`src/rtl/serial_subtractor.sv`:
```
// Bit-serial two's-complement subtractor (diff = a - b, LSB first, one bit per clock).
// Optional signed-overflow output enabled by defining SERIAL_SUB_OVF_EN.
module serial_subtractor #(
  parameter int WIDTH = 8
) (
  input  logic             clk,
  input  logic             rst_n,
  input  logic             start,
  input  logic [WIDTH-1:0] a,
  input  logic [WIDTH-1:0] b,
  output logic             busy,
  output logic             done,
  output logic [WIDTH-1:0] diff,
  output logic             borrow_out
`ifdef SERIAL_SUB_OVF_EN
  ,output logic            ovf
`endif
);

  // state | meaning
  // IDLE  | waiting for start; operands captured on accept
  // RUN   | one full-subtractor step per clock, WIDTH steps
  // DONE  | single cycle, result valid, done pulse
  typedef enum logic [1:0] {IDLE, RUN, DONE} state_t;

  localparam int CW = (WIDTH > 2) ? $clog2(WIDTH) : 1;

  state_t           state_q, state_d;
  logic [WIDTH-1:0] a_sh, b_sh;
  logic [CW-1:0]    cnt;
  logic             bw;
  logic             d, bw_next, last;

`ifdef SERIAL_SUB_OVF_EN
  logic             a_msb, b_msb;
`endif

  assign d       = a_sh[0] ^ b_sh[0] ^ bw;
  assign bw_next = (~a_sh[0] & b_sh[0]) | (~(a_sh[0] ^ b_sh[0]) & bw);
  assign last    = (cnt == CW'(WIDTH - 1));

  always_comb begin
    state_d = state_q;
    busy    = 1'b0;
    done    = 1'b0;
    case (state_q)
      IDLE: if (start) state_d = RUN;
      RUN: begin
        busy = 1'b1;
        if (last) state_d = DONE;
      end
      DONE: begin
        busy    = 1'b1;
        done    = 1'b1;
        state_d = IDLE;
      end
      default: state_d = IDLE;
    endcase
  end

  always_ff @(posedge clk or negedge rst_n) begin
    if (!rst_n) state_q <= IDLE;
    else        state_q <= state_d;
  end

  always_ff @(posedge clk or negedge rst_n) begin
    if (!rst_n) begin
      a_sh       <= '0;
      b_sh       <= '0;
      diff       <= '0;
      cnt        <= '0;
      bw         <= 1'b0;
      borrow_out <= 1'b0;
`ifdef SERIAL_SUB_OVF_EN
      a_msb      <= 1'b0;
      b_msb      <= 1'b0;
      ovf        <= 1'b0;
`endif
    end else if (state_q == IDLE && start) begin
      a_sh       <= a;
      b_sh       <= b;
      diff       <= '0;
      cnt        <= '0;
      bw         <= 1'b0;
      borrow_out <= 1'b0;
`ifdef SERIAL_SUB_OVF_EN
      a_msb      <= a[WIDTH-1];
      b_msb      <= b[WIDTH-1];
      ovf        <= 1'b0;
`endif
    end else if (state_q == RUN) begin
      a_sh <= a_sh >> 1;
      b_sh <= b_sh >> 1;
      // result enters at the MSB so bit 0 lands at diff[0] after WIDTH shifts
      diff <= {d, diff[WIDTH-1:1]};
      bw   <= bw_next;
      cnt  <= cnt + CW'(1);
      if (last) begin
        borrow_out <= bw_next;
`ifdef SERIAL_SUB_OVF_EN
        ovf        <= (a_msb != b_msb) && (d != a_msb);
`endif
      end
    end
  end

endmodule

```
`config.mk`:
```
export PLATFORM = sky130hd
export DESIGN_NAME = serial_subtractor
export DESIGN_NICKNAME = d
export VERILOG_FILES = /design/src/rtl/serial_subtractor.sv
export SDC_FILE = /design/constraint.sdc
export NUM_CORES = 1
export LEC_CHECK = 0
export ABC_CLOCK_PERIOD_IN_PS = 3350
export CORE_UTILIZATION = 35
export CTS_CLUSTER_SIZE = 10
export DETAILED_ROUTE_END_ITERATION = 8
export PLACE_DENSITY_LB_ADDON = 0.08
export SYNTH_ARGS = -nofsm -noshare
export SYNTH_HDL_FRONTEND = slang
export SYNTH_SLANG_ARGS = --single-unit
```
`constraint.sdc`:
```
create_clock -name clk -period 3.35 [get_ports clk]
set_input_delay 0.67 -clock clk [delete_from_list [all_inputs] [get_ports clk]]
set_output_delay 0.67 -clock clk [all_outputs]
set_load 0.005 [all_outputs]
```
# Word-level counts from Yosys, hierarchy flattened
# Index checks and enable logic that the tools add are counted.
# Widths: inputs -> output; s select.
[totals]
latchBits = 0
rom_bits = 0
register_bits = 31
ram_bits = 0
memories = 0
input_bits = 19
[classes]
mux = 18
n_eq_ne = 5
multipliers = 0
n_div = 0
n_reduce_logical = 7
n_shift = 0
order_cmp = 0
addsub = 1
n_bitwise = 7
[ops]
columns = ["op", "count"]
rows = [
  ["$mux 8", 6],
  ["$mux 1", 7],
  ["$mux 3", 2],
  ["$mux 2", 2],
  ["$ne 2x2->1 const B", 2],
  ["$pmux 2 s2", 1],
  ["$reduce_and 2->1", 2],
  ["$reduce_bool 2->1", 2],
  ["$add 3x1->3 const B", 1],
  ["$eq 3x3->1 const B", 1],
  ["$and 1x1->1", 2],
  ["$eq 2x1->1 const B", 1],
  ["$eq 2x2->1 const B", 1],
  ["$logic_not 2->1", 1],
  ["$not 1->1", 2],
  ["$reduce_or 2->1", 1],
  ["$xor 1x1->1", 2],
  ["$logic_and 1x1->1", 1],
  ["$or 1x1->1", 1],
]

# Longest topological paths before layout
# Gate-level depths: netlist (run 1).
[depth]
depth_word = 7
depth_mapped = 7
depth_no_buf = 5

# Worst setup path after synthesis (run 1)
# No wires, ideal clock.
[synth_timing]
path_kind = "reg2out"
start = "register state_q[0]"
end = "output busy"
required_ns = 2.680
stages_incl_launch_ff = 3
n_path_buf = 0
arrival_time_ns = 0.732
setup_slack_ns = 1.948
cell_sequence = "dfrtp_1 inv_1 ha_1"
[synth_via]
elab_chain_cells = 3
[synth_lines]
columns = ["element", "line", "rtl"]
rows = [
  ["start, declared", "28", "state_t state_q, state_d;"],
  ["start signal, assigned", "63", "else state_q <= state_d;"],
  ["$eq 2x1->1 or $eq 2x2->1 (tied branches)", "46", "case (state_q)"],
  ["$reduce_or 2->1 (no line) (*)", "n/a", ""],
  ["$mux 1 (*)", "46", ""],
  ["end, declared", "11", "output logic busy,"],
]
# Mark *: on every way between the ends. The rest lies on a longest branch, timed or not.

# Worst setup path after layout (run 1)
# Same ends and word-level chain as after synthesis.

==> impl_metrics.ini, run 1 <==
[run_status]
status = finished clean

[sta]
worstMarginPinSlew_ns = 0.726
hold_violations = 0
rsz0062_at_grt = false
post-route-period-util_pct = 66.4
tns_ns = 0
holdWs_ns = 0.524
setup_slack_ns = 1.13
clock-skew-final_ns = 0.00403
fin_crit_ns = 2.22
drv_slew = 0
maxSlewHeadroom_pct = 51.6
setup_violations = 0
fmax_mhz = 450

[global_route]
grt_max_degree = 46
grt_pass1_vias = 975
grt_overflow = 0
antenna_found_initial = 0
grt_pass1_wl_um = 4330
grt.total_usage_pct = 13.4

[power]
p_leak_nw = 0.852
p_seq_share_pct = 38.8
power.internal_w = 0.00108
switching_share_pct = 34.1
peakVddDrop_mv = 0.429
pwr-share-comb_pct = 42.3
cellPowerDensity_nw_per_um2 = 866
p_sw_w = 0.000558
clkPwrFrac_pct = 19.0

[synthesis]
synth_seq_cells = 31
syn_avg_cell_area_sq_um = 11.2
synth_edf_count = 0
yosysWarnings = 0
yosysTopAreaCell = dfrtp_1
netlist_top_cells_count = 31 x dfrtp_1, 24 x mux2i_1, 20 x nand2_1
synth_flop_cell = dfrtp_1
synth_cells = 132
synth_cell_type_count = 20
syn-cell-area_sq_um = 1480
async_flop_share_pct = 100
ys_seq_area_share_pct = 52.4
synth.area.top_cells = dfrtp_1 52%, mux2i_1 16%, ha_1 5.9%
synth_fp_nets = 159
synthDominantCellAreaShare_pct = 52.4
synth.most_common_cell = dfrtp_1

[clock_network]
post_cts_buffers = 0
htree_levels = 2
numClockSinks = 31
root_buffer = clkbuf_8
clk_pin_slew_worst_paths_ns = 0.06
clk_latency_ns = 0.27
holdBufCountCts = 0
cts_tree = done
cts_buffers = 5
cts_resized = 0
clockBufferDepth = 2

[floorplanning]
std_cell_rows = 23
ioPinCount = 30
die_area_sq_um = 4500
die_h_um = 67.1
die_w_um = 67.1
initial_core_util_pct = 36.8
core_area_sq_um = 4030

[detailed_routing]
wl_per_cell_um = 12.1
drc = 0
dr.pass1.iters = 2
antenna_left = 0
finalWirelength_um = 2600
vias_per_cell = 4.74
drtIter0Drc = 29
vias = 1014

[finish]
n_fill_cell = 376
multi_input_area_sq_um = 621
drive_gt1_share_pct = 7.93
n_antenna_cell = 0
area_delta_synth_final_pct = 27.6
final_core_util_pct = 46.9
seqCellArea_sq_um = 776
nNetsFinal = 190

[setup_path]
cp-end-kind = output port
start_kind = flop
reg2reg_setup_slack_ns = 1.34
crit_required_ns = 2.68
criticalPathCategory = reg2out
cp_max_fo = 4
worstPathArrival_ns = 1.55

[placement]
place_congestion = 0.634
pre_cts_slack_ns = 1.33
numPortBuffers = 29
hpwl_um = 1770

[hold_path]
hold_class = reg2reg

[flow_run]
cap_violations = 0
## flip-flops by register name, indices dropped and copies added, names as in the netlist
register and flops:
a_sh 8, b_sh 8, diff 8, cnt 3, state_q 2, borrow_out 1, bw 1
## cell usage in the layout (no fill, tap or decap), drive strengths merged
master / n
nand2: 20
nand3: 1
mux2i: 24
ha: 7
o22ai: 1
a211oi: 1
dfrtp: 31
a21oi: 1
nor2: 12
clkbuf: 8
xnor2: 1
fa: 1
and2: 1
inv: 5
clkdlybuf4s50: 29
o21ai: 16
mux2: 2
buf: 3
## logic make-up (layout without fill, tap and decap cells)
group | after synthesis | in the layout | synth area share, %
AND/OR/NAND/NOR | 34 | 34 | 8.87
AO/OA/AOI/OAI | 19 | 19 | 7.43
flip-flops | 31 | 31 | 52.4
XOR/XNOR | 1 | 1 | 0.591
adder cells (fa/ha/maj) | 8 | 8 | 7.26
buffers and inverters | 13 | 45 | 5.74
multiplexers | 26 | 26 | 17.7
## cell type report
| cell class | count | area share, % |
|---|---|---|
| multi-input cells | 88 | 32.8 |
| repair buffers | 32 | 16.5 |
| flip-flops and latches | 31 | 41.0 |
| clock buffers | 8 | 5.29 |
| inverters | 5 | 0.993 |
| well taps | 50 | 3.31 |
## critical path, cell delays in order (launching register included)
cell	delay, ns
dfrtp_1	0.41
inv_1	0.10
ha_1	0.29
clkdlybuf4s50_1	0.49
## per-layer routing
metal,share of wire (%),GRT usage (%),vias to the layer above,wire [um]
met5,0,0,-,0
met4,1.1,6.38,0,29
met3,4.8,4.11,5,125
met2,47,21.6,23,1230
met1,47,16.1,483,1210
li1,-,-,503,-
## stage by stage
stage	total power (W)	std cells	instance area, sq um
floorplan	0.00116	132	1480
global placement	0.00132	206	1790
detailed placement	0.00134	206	1790
CTS	0.00167	214	1890
global route	0.00178	214	1890
finish	0.00164	214	1890
## power groups by stage
stage	combinational, W	sequential (W)	clock [W]
6_report	0.000691	0.000634	0.000311
5_1_grt	0.000782	0.000655	0.000340
4_1_cts	0.000707	0.000635	0.000323
3_5_place_dp	0.000702	0.000640	0
3_3_place_gp	0.000685	0.000639	0
2_1_floorplan	0.000545	0.000616	0
## path summary, 6_finish.rpt
check	from	endpoint	cells after the start
max reg2reg	state_q[1]$_DFFE_PN0P_	a_sh[3]$_DFFE_PN0P_	5
min reg2reg	diff[0]$_DFFE_PN0P_	diff[0]$_DFFE_PN0P_	2
min	diff[0]$_DFFE_PN0P_	diff[0]$_DFFE_PN0P_	2
min in group asynchronous	rst_n	diff[2]$_DFFE_PN0P_	2
max in group asynchronous	rst_n	b_sh[2]$_DFFE_PN0P_	2
max	state_q[0]$_DFFE_PN0P_	busy	3
No activity file was read; power rests on OpenSTA's default activity.
==> inputs of run 2 (changes only) <==
ABC_CLOCK_PERIOD_IN_PS = 1900   (was 3350)
clock period = 1.9 ns   (was 3.35 ns; I/O delays follow)
==> run 2 against run 1 <==
Flip-flop and latch count did not move. Register-to-register slack got worse by 0.93 ns. Non-clock buffer count rose by 4. Clock skew fell by 0.0014 ns. Largest cell class unchanged. Wire length rose by 5.3%. Final cell count rose by 1.9%. Final area rose by 3.3%.
==> impl_metrics.ini, run 2 (synthesis gave the netlist of run 1 again) <==
[detailed_routing]
vias_per_cell = 4.61
vias = 1005
dr.pass1.iters = 4
drtIter0Drc = 37
drc = 0
finalWirelength_um = 2730
antenna_left = 0
wl_per_cell_um = 12.5

[clock_network]
root_buffer = clkbuf_8
cts_buffers = 5
clockBufferDepth = 2
numClockSinks = 31
clk_latency_ns = 0.28
clk_pin_slew_worst_paths_ns = 0.06
cts_tree = done
holdBufCountCts = 0
htree_levels = 2

[sta]
drv_slew = 0
post-route-period-util_pct = 94.9
tns_ns = 0
setup_violations = 0
fin_crit_ns = 1.80
clock-skew-final_ns = 0.00260
fmax_mhz = 555
maxSlewHeadroom_pct = 73.8
worstMarginPinSlew_ns = 0.394
setup_slack_ns = 0.0974
hold_violations = 0
rsz0062_at_grt = false

[floorplanning]
die_h_um = 67.1
core_area_sq_um = 4030
die_area_sq_um = 4500
initial_core_util_pct = 36.8
std_cell_rows = 23
ioPinCount = 30
die_w_um = 67.1

[placement]
numPortBuffers = 29
hpwl_um = 1870
place_congestion = 0.680
pre_cts_slack_ns = 0.278

[global_route]
grt_pass1_vias = 1055
grt_overflow = 0
antenna_found_initial = 0
grt_max_degree = 36
grt.total_usage_pct = 14.7
grt_pass1_wl_um = 4800

[setup_path]
start_kind = flop
slowest_delay_ns = 0.44
cp_max_fo = 2
crit_required_ns = 1.52
cp-end-kind = output port
crit_chain = buf_4, ha_1, clkdlybuf4s50_1
critPathSlowestCell = clkdlybuf4s50_1
reg2reg_setup_slack_ns = 0.41
criticalPathCategory = reg2out
worstPathArrival_ns = 1.42

[power]
p_leak_nw = 0.895
cellPowerDensity_nw_per_um2 = 1580
peakVddDrop_mv = 0.711
total_power_w = 0.00308

[finish]
area_delta_synth_final_pct = 31.8
drive_gt1_share_pct = 11.3
reg.largest.list = a_sh x8, b_sh x8, diff x8
n_antenna_cell = 0
layout_common_cells = 31 x dfrtp_1, 28 x clkdlybuf4s50_1, 24 x mux2i_1
nNetsFinal = 194
final_common_cell = dfrtp_1
final_core_util_pct = 48.5

[hold_path]
hold_class = in2async

[flow_run]
cap_violations = 0

[run_status]
status = finished clean
[run 2: power breakdown]
group / internal, W / leakage, nW / switching [W] / total (W)
clock network: 0.000424 / 0.0612 / 0.000241 / 0.000665
registers: 0.000942 / 0.399 / 0.000164 / 0.00111
logic: 0.000684 / 0.435 / 0.000627 / 0.00131
total: 0.00205 / 0.895 / 0.00103 / 0.00308
[run 2: critical path: cells and delay by family (launching register included)]
| kind | cells | cell delay, ns |
|---|---|---|
| buf+inv | 2 | 0.58 |
| flops | 1 | 0.39 |
| fa+ha+maj | 1 | 0.17 |
[run 2: layout make-up]
cell class	count	area, sq um
clock buffer	6	82.6
fill	375	2080
sequential	31	776
timing repair buffer	36	358
clock inverter	2	35.0
multi-input combinational	88	621
tap	50	62.6
inverter	5	18.8
[run 2: metal layers]
layer  track usage, %  vias to the layer above  wire length [um]
met3             3.60                        5               121
li1                 -                      509                 -
met2             24.3                       25              1290
met1             17.6                      466              1280
met4             7.18                        0                40
met5                0                        -                 0
[run 2: final timing paths]
kind | start | end | cells past startpoint
max in group asynchronous | rst_n | diff[0]$_DFFE_PN0P_ | 2
worst max-delay path | state_q[1]$_DFFE_PN0P_ | done | 3
min in group clk | a_sh[7]$_DFFE_PN0P_ | a_sh[7]$_DFFE_PN0P_ | 2
worst max register to register | cnt[0]$_DFFE_PN0P_ | state_q[0]$_DFFE_PN0P_ | 4
worst min-delay path | rst_n | diff[2]$_DFFE_PN0P_ | 2
worst min register to register | a_sh[7]$_DFFE_PN0P_ | a_sh[7]$_DFFE_PN0P_ | 2
[run 2: what timing repair did]
action                     in CTS  in global routing
resized for setup               0                  2
buffers inserted                2                  0
setup endpoints to repair       1                  1
[run 2: per-stage QoR]
| step | std cells | area (sq um) | hold slack [ns] |
|---|---|---|---|
| after floorplan | 132 | 1480 | 0.0844 |
| after CTS | 218 | 1950 | 0.496 |
| final | 218 | 1950 | 0.486 |
| after global placement | 208 | 1820 | 0.503 |
| after global routing | 218 | 1950 | 0.518 |
| after detailed placement | 208 | 1820 | 0.525 |
==> inputs of run 3 (changes only) <==
ABC_CLOCK_PERIOD_IN_PS = 2100   (was 1900)
CTS_CLUSTER_DIAMETER = 30   (was unset)
GPL_TIMING_DRIVEN = 0   (was unset)
clock period = 2.1 ns   (was 1.9 ns; I/O delays follow)
==> run 3 against run 2 <==
First-iteration DRC count grew 46%. Count of clock-buffer cells in the layout grew 1. Flip-flop and latch count unchanged. Final cell count rose by 0.46%. Utilization shrank 1.1 points. Register-to-register slack improved by 0.20 ns. Setup slack improved by 0.060 ns. Global-route usage is 0.15 points higher. Critical path depth did not move. Hold slack got worse by 0.31 ns. Critical path type unchanged. Highest routed layer unchanged.
==> impl_metrics.ini, run 3 (synthesis gave the netlist of run 1 again) <==
[global_route]
grt_pass1_vias = 1030
grt.total_usage_pct = 14.8
grt_pass1_wl_um = 4750
grt_overflow = 0
antenna_found_initial = 0
grt_max_degree = 32

[finish]
fin_cells = 219
area_delta_synth_final_pct = 29.0
final_core_util_pct = 47.4
nNetsFinal = 195
layout_common_cells = 31 x dfrtp_1, 28 x clkdlybuf4s50_1, 24 x mux2i_1
final_common_cell = dfrtp_1
drive_gt1_share_pct = 10.7
reg.largest.list = a_sh x8, b_sh x8, diff x8
n_fill_cell = 386
final_area_sq_um = 1910
n_antenna_cell = 0

[sta]
hold_violations = 0
setup_violations = 0
maxSlewHeadroom_pct = 53.7
post-route-period-util_pct = 92.5
rsz0062_at_grt = false
tns_ns = 0
fmax_mhz = 515
clock-skew-final_ns = 0.0110
worstMarginPinSlew_ns = 0.694
drv_slew = 0
fin_crit_ns = 1.94

[power]
peakVddDrop_mv = 0.664
cellPowerDensity_nw_per_um2 = 1390
p_leak_nw = 0.873

[clock_network]
numClockSinks = 31
root_buffer = clkbuf_8
holdBufCountCts = 0
post_cts_buffers = 0
cts_tree = done
clk_pin_slew_worst_paths_ns = 0.07
cts_resized = 0
cts_buffers = 5
htree_levels = 2
clockBufferDepth = 2
clk_latency_ns = 0.28

[setup_path]
start_kind = flop
cp-end-kind = output port
criticalPathCategory = reg2out
critPathBufInv = 2
crit_required_ns = 1.68
cp_max_fo = 4
critPathSlowestCell = clkdlybuf4s50_1
critical_path.top_delay_family = buffers and inverters
worstPathArrival_ns = 1.52
slowest_delay_ns = 0.49
r2r_start = state_q[1]$_DFFE_PN0P_
r2r_cells = 5
reg2reg_setup_slack_ns = 0.61
regToRegEndpoint = state_q[0]$_DFFE_PN0P_
crit_chain = inv_1, ha_1, clkdlybuf4s50_1

[floorplanning]
die_area_sq_um = 4500
ioPinCount = 30
die_h_um = 67.1
die_w_um = 67.1
core_area_sq_um = 4030
std_cell_rows = 23
initial_core_util_pct = 36.8

[detailed_routing]
vias_per_cell = 4.81
drc = 0
wl_per_cell_um = 13.1
top_layer_used = met4
finalWirelength_um = 2870
antenna_left = 0
drtIter0Drc = 54
wl_met2_um = 1320
wl_met3_um = 125
vias = 1053
dr.pass1.iters = 4
drt-met1-wl_um = 1360

[hold_path]
hold_class = in2async

[placement]
place_area_sq_um = 1830
numPortBuffers = 29
hpwl_um = 2000
place_congestion = 0.698
dp.cells = 211

[run_status]
status = finished clean

[flow_run]
cap_violations = 0
## run 3: cell count changes in the layout (fill, tap and decap cells not counted), sizes merged
cell | before | now
dlymetal6s2s | 1 | 0
bufinv | 1 | 0
clkbuf | 6 | 7
buf | 7 | 9
## run 3: where the power goes
group          switching [W]  internal, W  total [W]
registers           0.000157     0.000852    0.00101
clock network       0.000216     0.000232   0.000449
logic               0.000563     0.000632    0.00120
total               0.000937      0.00172    0.00265
## run 3: worst max path at each step
| stage | startpoint | end | slack (ns) | depth (start not counted) |
|---|---|---|---|---|
| 4_1_cts | state_q[0]$_DFFE_PN0P_ | busy | 0.13 | 3 |
| 5_1_grt | state_q[0]$_DFFE_PN0P_ | busy | 0.1 | 3 |
| 2_1_floorplan | cnt[0]$_DFFE_PN0P_ | state_q[0]$_DFFE_PN0P_ | 0.72 | 4 |
| 3_5_place_dp | start | b_sh[5]$_DFFE_PN0P_ | 0.41 | 5 |
| 3_3_place_gp | rst_n | b_sh[5]$_DFFE_PN0P_ | -0.001 | 1 |
| 6_report | state_q[0]$_DFFE_PN0P_ | busy | 0.16 | 3 |
## run 3: cell type report
cell class | count | area (sq um) | share of cell area (%)
Sequential cell | 31 | 776 | 40.6
Multi-Input combinational cell | 88 | 621 | 32.5
Timing Repair Buffer | 29 | 285 | 14.9
Clock buffer | 7 | 76.3 | 3.99
Buffer | 8 | 66.3 | 3.47
Tap cell | 50 | 62.6 | 3.27
Inverter | 5 | 18.8 | 0.982
Clock inverter | 1 | 5.00 | 0.262
## run 3: worst reg2reg max path: stages, from the launching register on
cell and delay (ns):
dfrtp_1 0.39, inv_1 0.13, ha_1 0.25, inv_2 0.08, o22ai_2 0.20, mux2_1 0.34
## run 3: per-layer routing
layer	vias up	GRT usage [%]
met2	28	22.5
met5	-	0
met1	506	18.9
met3	7	4.11
li1	512	-
met4	0	7.98
## run 3: stage by stage
step	setup slack, ns	power [W]	hold slack, ns
floorplan	0.717	0.00185	0.124
global placement	-0.00103	0.00220	0.502
detailed placement	0.412	0.00224	0.514
CTS	0.132	0.00270	0.209
global route	0.0989	0.00288	0.243
finish	0.158	0.00265	0.175
